==> config.mk <==
export PLATFORM = sky130hd
export DESIGN_NAME = tick_scheduler
export DESIGN_NICKNAME = d
export VERILOG_FILES = /design/src/rtl/tick_sched_pkg.sv /design/src/rtl/tick_channel.sv /design/src/rtl/tick_scheduler.sv
export SDC_FILE = /design/constraint.sdc
export NUM_CORES = 1
export LEC_CHECK = 0
export ABC_CLOCK_PERIOD_IN_PS = 5300
export CAP_MARGIN = 20
export CELL_PAD_IN_SITES_DETAIL_PLACEMENT = 1
export CELL_PAD_IN_SITES_GLOBAL_PLACEMENT = 1
export CORE_MARGIN = 2
export CORE_UTILIZATION = 46
export CTS_CLUSTER_DIAMETER = 120
export DETAILED_ROUTE_END_ITERATION = 16
export PLACE_DENSITY = 0.83
export SYNTH_ARGS = -nofsm -noshare
export SYNTH_HDL_FRONTEND = slang
export SYNTH_SLANG_ARGS = --single-unit
==> constraint.sdc <==
create_clock -name clk_i -period 5.3 [get_ports clk_i]
set_input_delay 0.53 -clock clk_i [delete_from_list [all_inputs] [get_ports clk_i]]
set_output_delay 0.53 -clock clk_i [all_outputs]
set_load 0.02 [all_outputs]
==> src/rtl/tick_sched_pkg.sv <==
// rtl/tick_sched_pkg.sv - shared types, defaults and width helper for tick_scheduler
// Holds the scheduler state enumeration, default prescale/divisor constants
// and the channel-select width function. No ports.
package tick_sched_pkg;

    typedef enum logic [1:0] {
        IDLE      = 2'd0,
        RUN       = 2'd1,
        HALT_PEND = 2'd2
    } sched_state_e;

    localparam int PRESCALE_DEF    = 50000;
    localparam int DIV_DEFAULT_DEF = 500;

    // Select width for num_ch channels; never narrower than one bit.
    function automatic int ch_w(input int num_ch);
        return (num_ch <= 2) ? 1 : $clog2(num_ch);
    endfunction

endpackage

==> src/rtl/tick_channel.sv <==
// rtl/tick_channel.sv - one programmable tick channel dividing the base tick
// Ports: clk_i/rst_i clock and async active-high reset; run_i high in RUN or
// HALT_PEND; go_idle_i high on the edge entering IDLE; base_i base-tick event
// on this edge; wr_en_i/wr_div_i shadow divisor write; tick_o registered
// channel strobe; sq_o registered square output (only with SQUARE_OUT_EN).
module tick_channel
    import tick_sched_pkg::*;
#(
    parameter int DIV_W       = 10,
    parameter int DIV_DEFAULT = DIV_DEFAULT_DEF
) (
    input  logic             clk_i,
    input  logic             rst_i,
    input  logic             run_i,
    input  logic             go_idle_i,
    input  logic             base_i,
    input  logic             wr_en_i,
    input  logic [DIV_W-1:0] wr_div_i,
    output logic             tick_o
`ifdef SQUARE_OUT_EN
    ,
    output logic             sq_o
`endif
);

    localparam logic [DIV_W-1:0] DIV_RST = DIV_W'(DIV_DEFAULT);

    logic [DIV_W-1:0] shadow_q, shadow_d;
    logic [DIV_W-1:0] active_q, active_d;
    logic [DIV_W-1:0] cnt_q, cnt_d;
    logic             pend_q, pend_d;
    logic             tick_q, tick_d;
    logic             disabled, tick_ev, copy_ev;

    always_comb begin
        disabled = (active_q == '0);
        tick_ev  = base_i && !disabled && (cnt_q == active_q - DIV_W'(1));
        // A disabled channel never ticks, so it picks up new divisors on any base tick.
        copy_ev  = base_i && pend_q && (tick_ev || disabled);

        shadow_d = wr_en_i ? wr_div_i : shadow_q;
        active_d = active_q;
        cnt_d    = cnt_q;
        tick_d   = tick_ev;
        // A write coinciding with a copy stays pending for the following tick.
        pend_d   = wr_en_i ? 1'b1 : (copy_ev ? 1'b0 : pend_q);

        if (base_i) begin
            cnt_d = (tick_ev || disabled) ? '0 : cnt_q + DIV_W'(1);
        end
        if (copy_ev) begin
            active_d = shadow_q;
            cnt_d    = '0;
        end
        // While stopped the active divisor tracks the shadow directly.
        if (!run_i || go_idle_i) begin
            active_d = shadow_d;
            pend_d   = 1'b0;
            cnt_d    = '0;
        end
    end

    always_ff @(posedge clk_i or posedge rst_i) begin
        if (rst_i) begin
            shadow_q <= DIV_RST;
            active_q <= DIV_RST;
            cnt_q    <= '0;
            pend_q   <= 1'b0;
            tick_q   <= 1'b0;
        end else begin
            shadow_q <= shadow_d;
            active_q <= active_d;
            cnt_q    <= cnt_d;
            pend_q   <= pend_d;
            tick_q   <= tick_d;
        end
    end

    assign tick_o = tick_q;

`ifdef SQUARE_OUT_EN
    logic sq_q, sq_d;

    always_comb begin
        sq_d = sq_q ^ tick_ev;
        if (!run_i || go_idle_i) begin
            sq_d = 1'b0;
        end
    end

    always_ff @(posedge clk_i or posedge rst_i) begin
        if (rst_i) begin
            sq_q <= 1'b0;
        end else begin
            sq_q <= sq_d;
        end
    end

    assign sq_o = sq_q;
`endif

endmodule

==> src/rtl/tick_scheduler.sv <==
// rtl/tick_scheduler.sv - shared prescaler, run/stop FSM and config decode for NUM_CH tick channels
// Ports: clk_i clock; rst_i async active-high reset; start_i/stop_i run control
// levels; cfg_we_i/cfg_sel_i/cfg_div_i divisor write; cfg_ack_o/cfg_err_o
// one-cycle write result; busy_o high in RUN/HALT_PEND; base_tick_o prescaler
// strobe; tick_o per-channel strobes; sq_o square outputs when the
// SQUARE_OUT_EN macro is defined. All outputs are registered.
module tick_scheduler
    import tick_sched_pkg::*;
#(
    parameter int  NUM_CH      = 4,
    parameter int  PRE_W       = 16,
    parameter int  PRESCALE    = PRESCALE_DEF,
    parameter int  DIV_W       = 10,
    parameter int  DIV_DEFAULT = DIV_DEFAULT_DEF,
    localparam int CH_W        = ch_w(NUM_CH)
) (
    input  logic              clk_i,
    input  logic              rst_i,
    input  logic              start_i,
    input  logic              stop_i,
    input  logic              cfg_we_i,
    input  logic [CH_W-1:0]   cfg_sel_i,
    input  logic [DIV_W-1:0]  cfg_div_i,
    output logic              cfg_ack_o,
    output logic              cfg_err_o,
    output logic              busy_o,
    output logic              base_tick_o,
    output logic [NUM_CH-1:0] tick_o
`ifdef SQUARE_OUT_EN
    ,
    output logic [NUM_CH-1:0] sq_o
`endif
);

    localparam logic [PRE_W-1:0] PRE_LAST = PRE_W'(PRESCALE - 1);
    localparam logic [CH_W:0]    NUM_CH_L = (CH_W+1)'(NUM_CH);

    sched_state_e     state_q, state_d;
    logic [PRE_W-1:0] pre_q, pre_d;
    logic             base_q, base_d;
    logic             busy_q, busy_d;
    logic             ack_q, ack_d;
    logic             err_q, err_d;
    logic             running, go_idle, cfg_ok;

    // Prescaler: free-runs only while scheduling, held at zero in IDLE.
    always_comb begin
        running = (state_q != IDLE);
        base_d  = running && (pre_q == PRE_LAST);
        pre_d   = (running && !base_d) ? pre_q + PRE_W'(1) : '0;
    end

    always_comb begin
        state_d = state_q;
        case (state_q)
            IDLE:      if (start_i && !stop_i) state_d = RUN;
            RUN:       if (stop_i)             state_d = HALT_PEND;
            HALT_PEND: if (base_d)             state_d = IDLE;
            default:                           state_d = IDLE;
        endcase
    end

    always_comb begin
        go_idle = (state_d == IDLE);
        busy_d  = !go_idle;
        cfg_ok  = ({1'b0, cfg_sel_i} < NUM_CH_L);
        ack_d   = cfg_we_i && cfg_ok;
        err_d   = cfg_we_i && !cfg_ok;
    end

    always_ff @(posedge clk_i or posedge rst_i) begin
        if (rst_i) begin
            state_q <= IDLE;
            pre_q   <= '0;
            base_q  <= 1'b0;
            busy_q  <= 1'b0;
            ack_q   <= 1'b0;
            err_q   <= 1'b0;
        end else begin
            state_q <= state_d;
            pre_q   <= pre_d;
            base_q  <= base_d;
            busy_q  <= busy_d;
            ack_q   <= ack_d;
            err_q   <= err_d;
        end
    end

    assign cfg_ack_o   = ack_q;
    assign cfg_err_o   = err_q;
    assign busy_o      = busy_q;
    assign base_tick_o = base_q;

    for (genvar c = 0; c < NUM_CH; c++) begin : g_ch
        tick_channel #(
            .DIV_W       (DIV_W),
            .DIV_DEFAULT (DIV_DEFAULT)
        ) u_ch (
            .clk_i     (clk_i),
            .rst_i     (rst_i),
            .run_i     (running),
            .go_idle_i (go_idle),
            .base_i    (base_d),
            .wr_en_i   (cfg_we_i && cfg_ok && (cfg_sel_i == CH_W'(c))),
            .wr_div_i  (cfg_div_i),
            .tick_o    (tick_o[c])
`ifdef SQUARE_OUT_EN
            ,
            .sq_o      (sq_o[c])
`endif
        );
    end

endmodule

# Word-level counts from Yosys, hierarchy flattened
# Index checks and enable logic that the tools add are counted.
[word_totals]
elab_cells = 145
reg_bits = 149
in_bits = 17
output_inout_bits = 8
[op_classes]
reduce_logical = 56
eq_ne = 10
add_sub_neg = 9
muxes = 45
[op_table]
columns = ["cell", "n"]
rows = [
  ["$mux 10", 28],
  ["$add 10x1->10 const B", 4],
  ["$eq 10x10->1", 4],
  ["$logic_not 10->1", 4],
  ["$sub 10x1->10 const B", 4],
  ["$reduce_bool 3->1", 8],
  ["$logic_and 1x1->1", 23],
  ["$add 16x1->16 const B", 1],
  ["$eq 16x16->1 const B", 1],
  ["$mux 16", 1],
  ["$mux 1", 12],
  ["$reduce_bool 2->1", 5],
  ["$logic_not 1->1", 8],
  ["$eq 2x2->1 const B", 3],
  ["$logic_not 2->1", 3],
  ["$mux 2", 3],
  ["$pmux 2 s3", 1],
  ["$logic_or 1x1->1", 5],
  ["$eq 2x1->1 const B", 2],
]

# Longest topological paths before layout
[logic_depth]
word_depth = 9
ltp_mapped = 12
depth_no_buf = 9

# Hierarchy
# Synthesis repeated with hierarchy kept, for this count alone.
[unflattened]
hier_cells = 956
area_unflattened_um2 = 9305.2
[by_module_without_submodules]
columns = ["module", "cells_per_inst", "area_per_inst_um2", "seq_area_each_um2", "n_inst"]
rows = [
  ["tick_channel", 213, 2053.2, 815.8, 4],
  ["tick_scheduler", 104, 1092.3, 525.5, 1],
]

# Worst setup path after synthesis
# Ideal clock, no wire load.
[synth_path]
path_kind = "reg2reg"
from = "reg g_ch[1].u_ch.active_q[0]"
to = "reg g_ch[1].u_ch.active_q[2]"
setup_ns = 0.088
required_ns = 5.212
path_stages_with_launch = 13
period_less_slack_ns = 2.760
arrival_time_ns = 2.672
setup_slack_ns = 2.540
path_buffers = 3
cell_sequence = "dfrtp_1 clkbuf_1 inv_1 ha_1 clkbuf_1 xor2_1 o2111ai_1 o21ai_1 nor4b_4 nand4b_2 a2111o_1 buf_6 a221oi_2"
[synth_via]
elab_chain_cells = 7
elab_cells_between_ends = 9
cone_classes = "add/sub: 1; eq/ne: 1; reduce/logical: 7"
[synth_rtl]
columns = ["item", "line_no", "text"]
rows = [
  ["start: declaration", "tick_channel.sv:29", "logic [DIV_W-1:0] active_q, active_d;"],
  ["start signal: assignment", "tick_channel.sv:72", "active_q <= active_d;"],
  ["branches (longest 4 deep; another with $sub 10x1->10)", "n/a", ""],
  ["$logic_or 1x1->1 (*)", "tick_channel.sv:39", "copy_ev = base_i && pend_q && (tick_ev || disabled);"],
  ["$logic_and 1x1->1 (*)", "tick_channel.sv:39", ""],
  ["$reduce_bool 2->1 (no source line) (*)", "n/a", ""],
]
# Every way passes the cells marked *.
# A chain may end at the register's enable or synchronous reset.

# Worst setup path after layout
[layout_path]
from = "reg pre_q[0]"
to = "reg g_ch[1].u_ch.active_q[4]"
[layout_via]
elab_chain_cells = 7
elab_cells_between_ends = 13
cone_classes = "eq/ne: 1; mux: 3; reduce/logical: 9"
[layout_rtl]
columns = ["item", "line_no", "text"]
rows = [
  ["start: declaration", "tick_scheduler.sv:39", "logic [PRE_W-1:0] pre_q, pre_d;"],
  ["start signal: assignment", "tick_scheduler.sv:81", "pre_q <= pre_d;"],
  ["$eq 16x16->1 (*)", "tick_scheduler.sv:49", "base_d = running && (pre_q == PRE_LAST);"],
  ["$logic_and 1x1->1 (*)", "tick_scheduler.sv:49", ""],
  ["$mux 2 / $logic_and 1x1->1 (equally long branches)", "tick_scheduler.sv:58, tick_channel.sv:37", ""],
  ["$pmux 2 s3 / $logic_and 1x1->1 (equally long branches)", "tick_scheduler.sv:55, tick_channel.sv:37", ""],
  ["$logic_not 2->1 / $logic_or 1x1->1 (equally long branches)", "tick_scheduler.sv:64, tick_channel.sv:39", ""],
  ["$logic_or 1x1->1 / $logic_and 1x1->1 (equally long branches)", "tick_channel.sv:56, tick_channel.sv:39", ""],
  ["$mux 10 / $reduce_bool 2->1 (equally long branches)", "n/a", ""],
]
# Every way passes the cells marked *; elsewhere a longest branch is shown, timed or not.

==> results.toml <==
[die]
die_h_um = 141
die_area_um2 = 20000
ios = 25
fp.coreArea_um2 = 18600
std_cell_rows = 50
die_w_um = 141
start_util_pct = 46.7

[global_route]
grt_max_degree = 59
antenna_found_initial = 0
grt_overflow_total = 0
grt_pass1_wl_mm = 39.9
grt_pass1_vias = 7627
track_usage_pct = 25.2

[synth]
ys_ff_latch = 149
synth_top_family_by_area = "simple AND/OR/NAND/NOR gates"
synth_edf_count = 0
synth-simple-area-share_pct = 24.0
netlist_area_um2 = 8670
netlist.area_leader.share_pct = 29.1
synth.mux.area_fraction_pct = 2.28
async_flop_share_pct = 100
synth_area_leaders = "dfrtp_1 (29%), dfstp_2 (15%), xnor2_1 (4.2%)"
yosysMostFrequentCell = "dfrtp_1"
postSynthAreaPerCell_um2 = 9.37
synth-adder-area-share_pct = 1.88
synthTopCellsByCount = "dfrtp_1 (101), nor2_1 (96), nand2_1 (95)"
synthXorXnorAreaFrac_pct = 6.97
synthDistinctLibCells = 79
synth_flop_cell = "dfrtp_1"
synth_nets = 955
yosys_warnings = 0
synth_top_area_cell = "dfrtp_1"
seq_area_frac_synth_pct = 43.7
synth_compound_area_share_pct = 16.6
syn_inst = 925

[detailed_routing]
drt-pass1-iter-count = 5
dr_total_vias = 7080
wl_mm = 23.5
viasPerCell = 5.99
drt_iter0_markers = 366
wl_per_cell_um = 19.9
postRouteAntennaNets = 0
drc = 0

[place]
dpl_cell_area_um2 = 9110
gp_congestion = 0.804
io_buffers = 23
dpl.hpwl_mm = 15.6

[job]
cap_viol_max_count = 0

[timing]
timing.hold.ws_ns = 0.475
min_period_over_period_pct = 61.2
maxSlewHeadroom_pct = 39.5
slew_violations = 0
hold_viol = 0
fin_skew_ns = 0.00793
grt_setup_unrepaired = "false"
fmax_mhz = 308
setup_viol = 0
fin_crit_ns = 3.24
tns_ns = 0
worstMarginPinSlew_ns = 0.905

[worst_setup_path]
crit_fanout = 13
required_ns = 5.64
critPathKind = "reg2reg"
worstPathArrival_ns = 3.58
cp-start-kind = "flop"
critPathCaptureType = "flop"

[cts]
ctsLongestPathBuffers = 2
post_cts_buffers = 0
post_cts_resized = 0
clkSinkCount = 149
h-tree-depth = 4
clk_latency_ns = 0.43
clock-root-buffer = "clkbuf_16"
cts_buffers = 17
cts_tree = "done"
hold_buffers = 0
clk_pin_slew_worst_paths_ns = 0.06

[worst_hold_path]
hp-class = "reg2reg"

[power_and_ir_drop]
p_leak_uw = 0.00410
power_density_nw_per_um2 = 492
ir_worst_vdd_mv = 0.294

[final_layout]
finalNetCount = 965
antenna_cells = 0
fin_util_pct = 52.6
drive_gt1_share_pct = 14.8
areaGrowthSynthToFinish_pct = 12.7
final_area_um2 = 9770

[outcome]
outcome = "complete, no violations"
[cells in the final DEF, fill, tap and decap left out, types with 25 or more instances in the layout]
cell / count
dfstp_2: 48
xor2_1: 27
inv_1: 51
o21ai_0: 54
nand2_1: 95
dfrtp_1: 101
nand3_1: 49
nor2_1: 96
nor3_1: 25
xnor2_1: 42
[worst paths after layout]
check	start	to	slack, ns	depth (start not counted)
worst min-delay path	g_ch[0].u_ch.shadow_q[2]	g_ch[0].u_ch.active_q[2]	0.47	2
max in group asynchronous	rst_i	g_ch[2].u_ch.active_q[0]	3.71	3
worst max register to register	pre_q[0]	g_ch[1].u_ch.active_q[4]	2.06	9
worst max-delay path	pre_q[0]	g_ch[1].u_ch.active_q[4]	2.06	9
min in group asynchronous	rst_i	g_ch[1].u_ch.tick_o	0.57	2
worst min register to register	g_ch[0].u_ch.shadow_q[2]	g_ch[0].u_ch.active_q[2]	0.47	2
[flip-flops by register name, indices dropped and copies added, names as in the netlist]
| register | flops |
|---|---|
| g_ch.u_ch.active_q | 40 |
| g_ch.u_ch.cnt_q | 40 |
| g_ch.u_ch.shadow_q | 40 |
| pre_q | 16 |
| g_ch.u_ch.pend_q | 4 |
| g_ch.u_ch.tick_o | 4 |
| state_q | 2 |
| base_tick_o | 1 |
| busy_o | 1 |
| cfg_ack_o | 1 |
[report_power, final]
| group | switching [uW] | internal [uW] |
|---|---|---|
| Combinational | 961 | 670 |
| Clock | 480 | 872 |
| Sequential | 349 | 1470 |
[final cells by class]
| cell class | count | area (um^2) |
|---|---|---|
| well taps | 234 | 293 |
| flip-flops and latches | 149 | 3790 |
| clock buffers | 23 | 478 |
| inverters | 52 | 200 |
| repair buffers | 33 | 325 |
| clock inverters | 9 | 175 |
| multi-input cells | 682 | 4510 |
| fillers | 2082 | 8810 |
[worst max-delay path, cell delays in order, from the launching register on]
cell	delay, ns
dfrtp_1	0.37
ha_1	0.19
and3_1	0.29
nand4_4	0.27
nor2_2	0.25
buf_4	0.28
nor4b_4	0.25
nand4b_2	0.20
a2111o_1	0.69
a221oi_2	0.32
[per-stage QoR]
stage          setup WS (ns)  total power, uW  instances
5_1_grt                 1.90             5090       1182
2_1_floorplan          0.841             2940        925
3_3_place_gp            2.16             3310       1147
3_5_place_dp            2.10             3420       1149
6_report                2.06             4800       1182
4_1_cts                 2.07             4830       1181
[logic make-up (layout without fill, tap and decap cells)]
kind of cell | after synthesis | count (layout)
buffers and inverters | 94 | 117
other | 1 | 1
XOR/XNOR | 69 | 69
AO/OA/AOI/OAI | 188 | 188
adder cells (fa/ha/maj) | 13 | 13
multiplexers | 18 | 18
AND/OR/NAND/NOR | 393 | 393
flip-flops | 149 | 149
[routing by layer]
layer  share of wire (%)  vias up  GRT usage, %  routed length, um
met5                   0        -             0                  0
met4                 2.2        0          9.16                526
met3                 3.5       45          4.62                834
met2                  50      136          42.0              11700
met1                  45     3600          33.0              10500
li1                    -     3299             -                  -
Note: power is estimated with default switching activity, not from simulation.
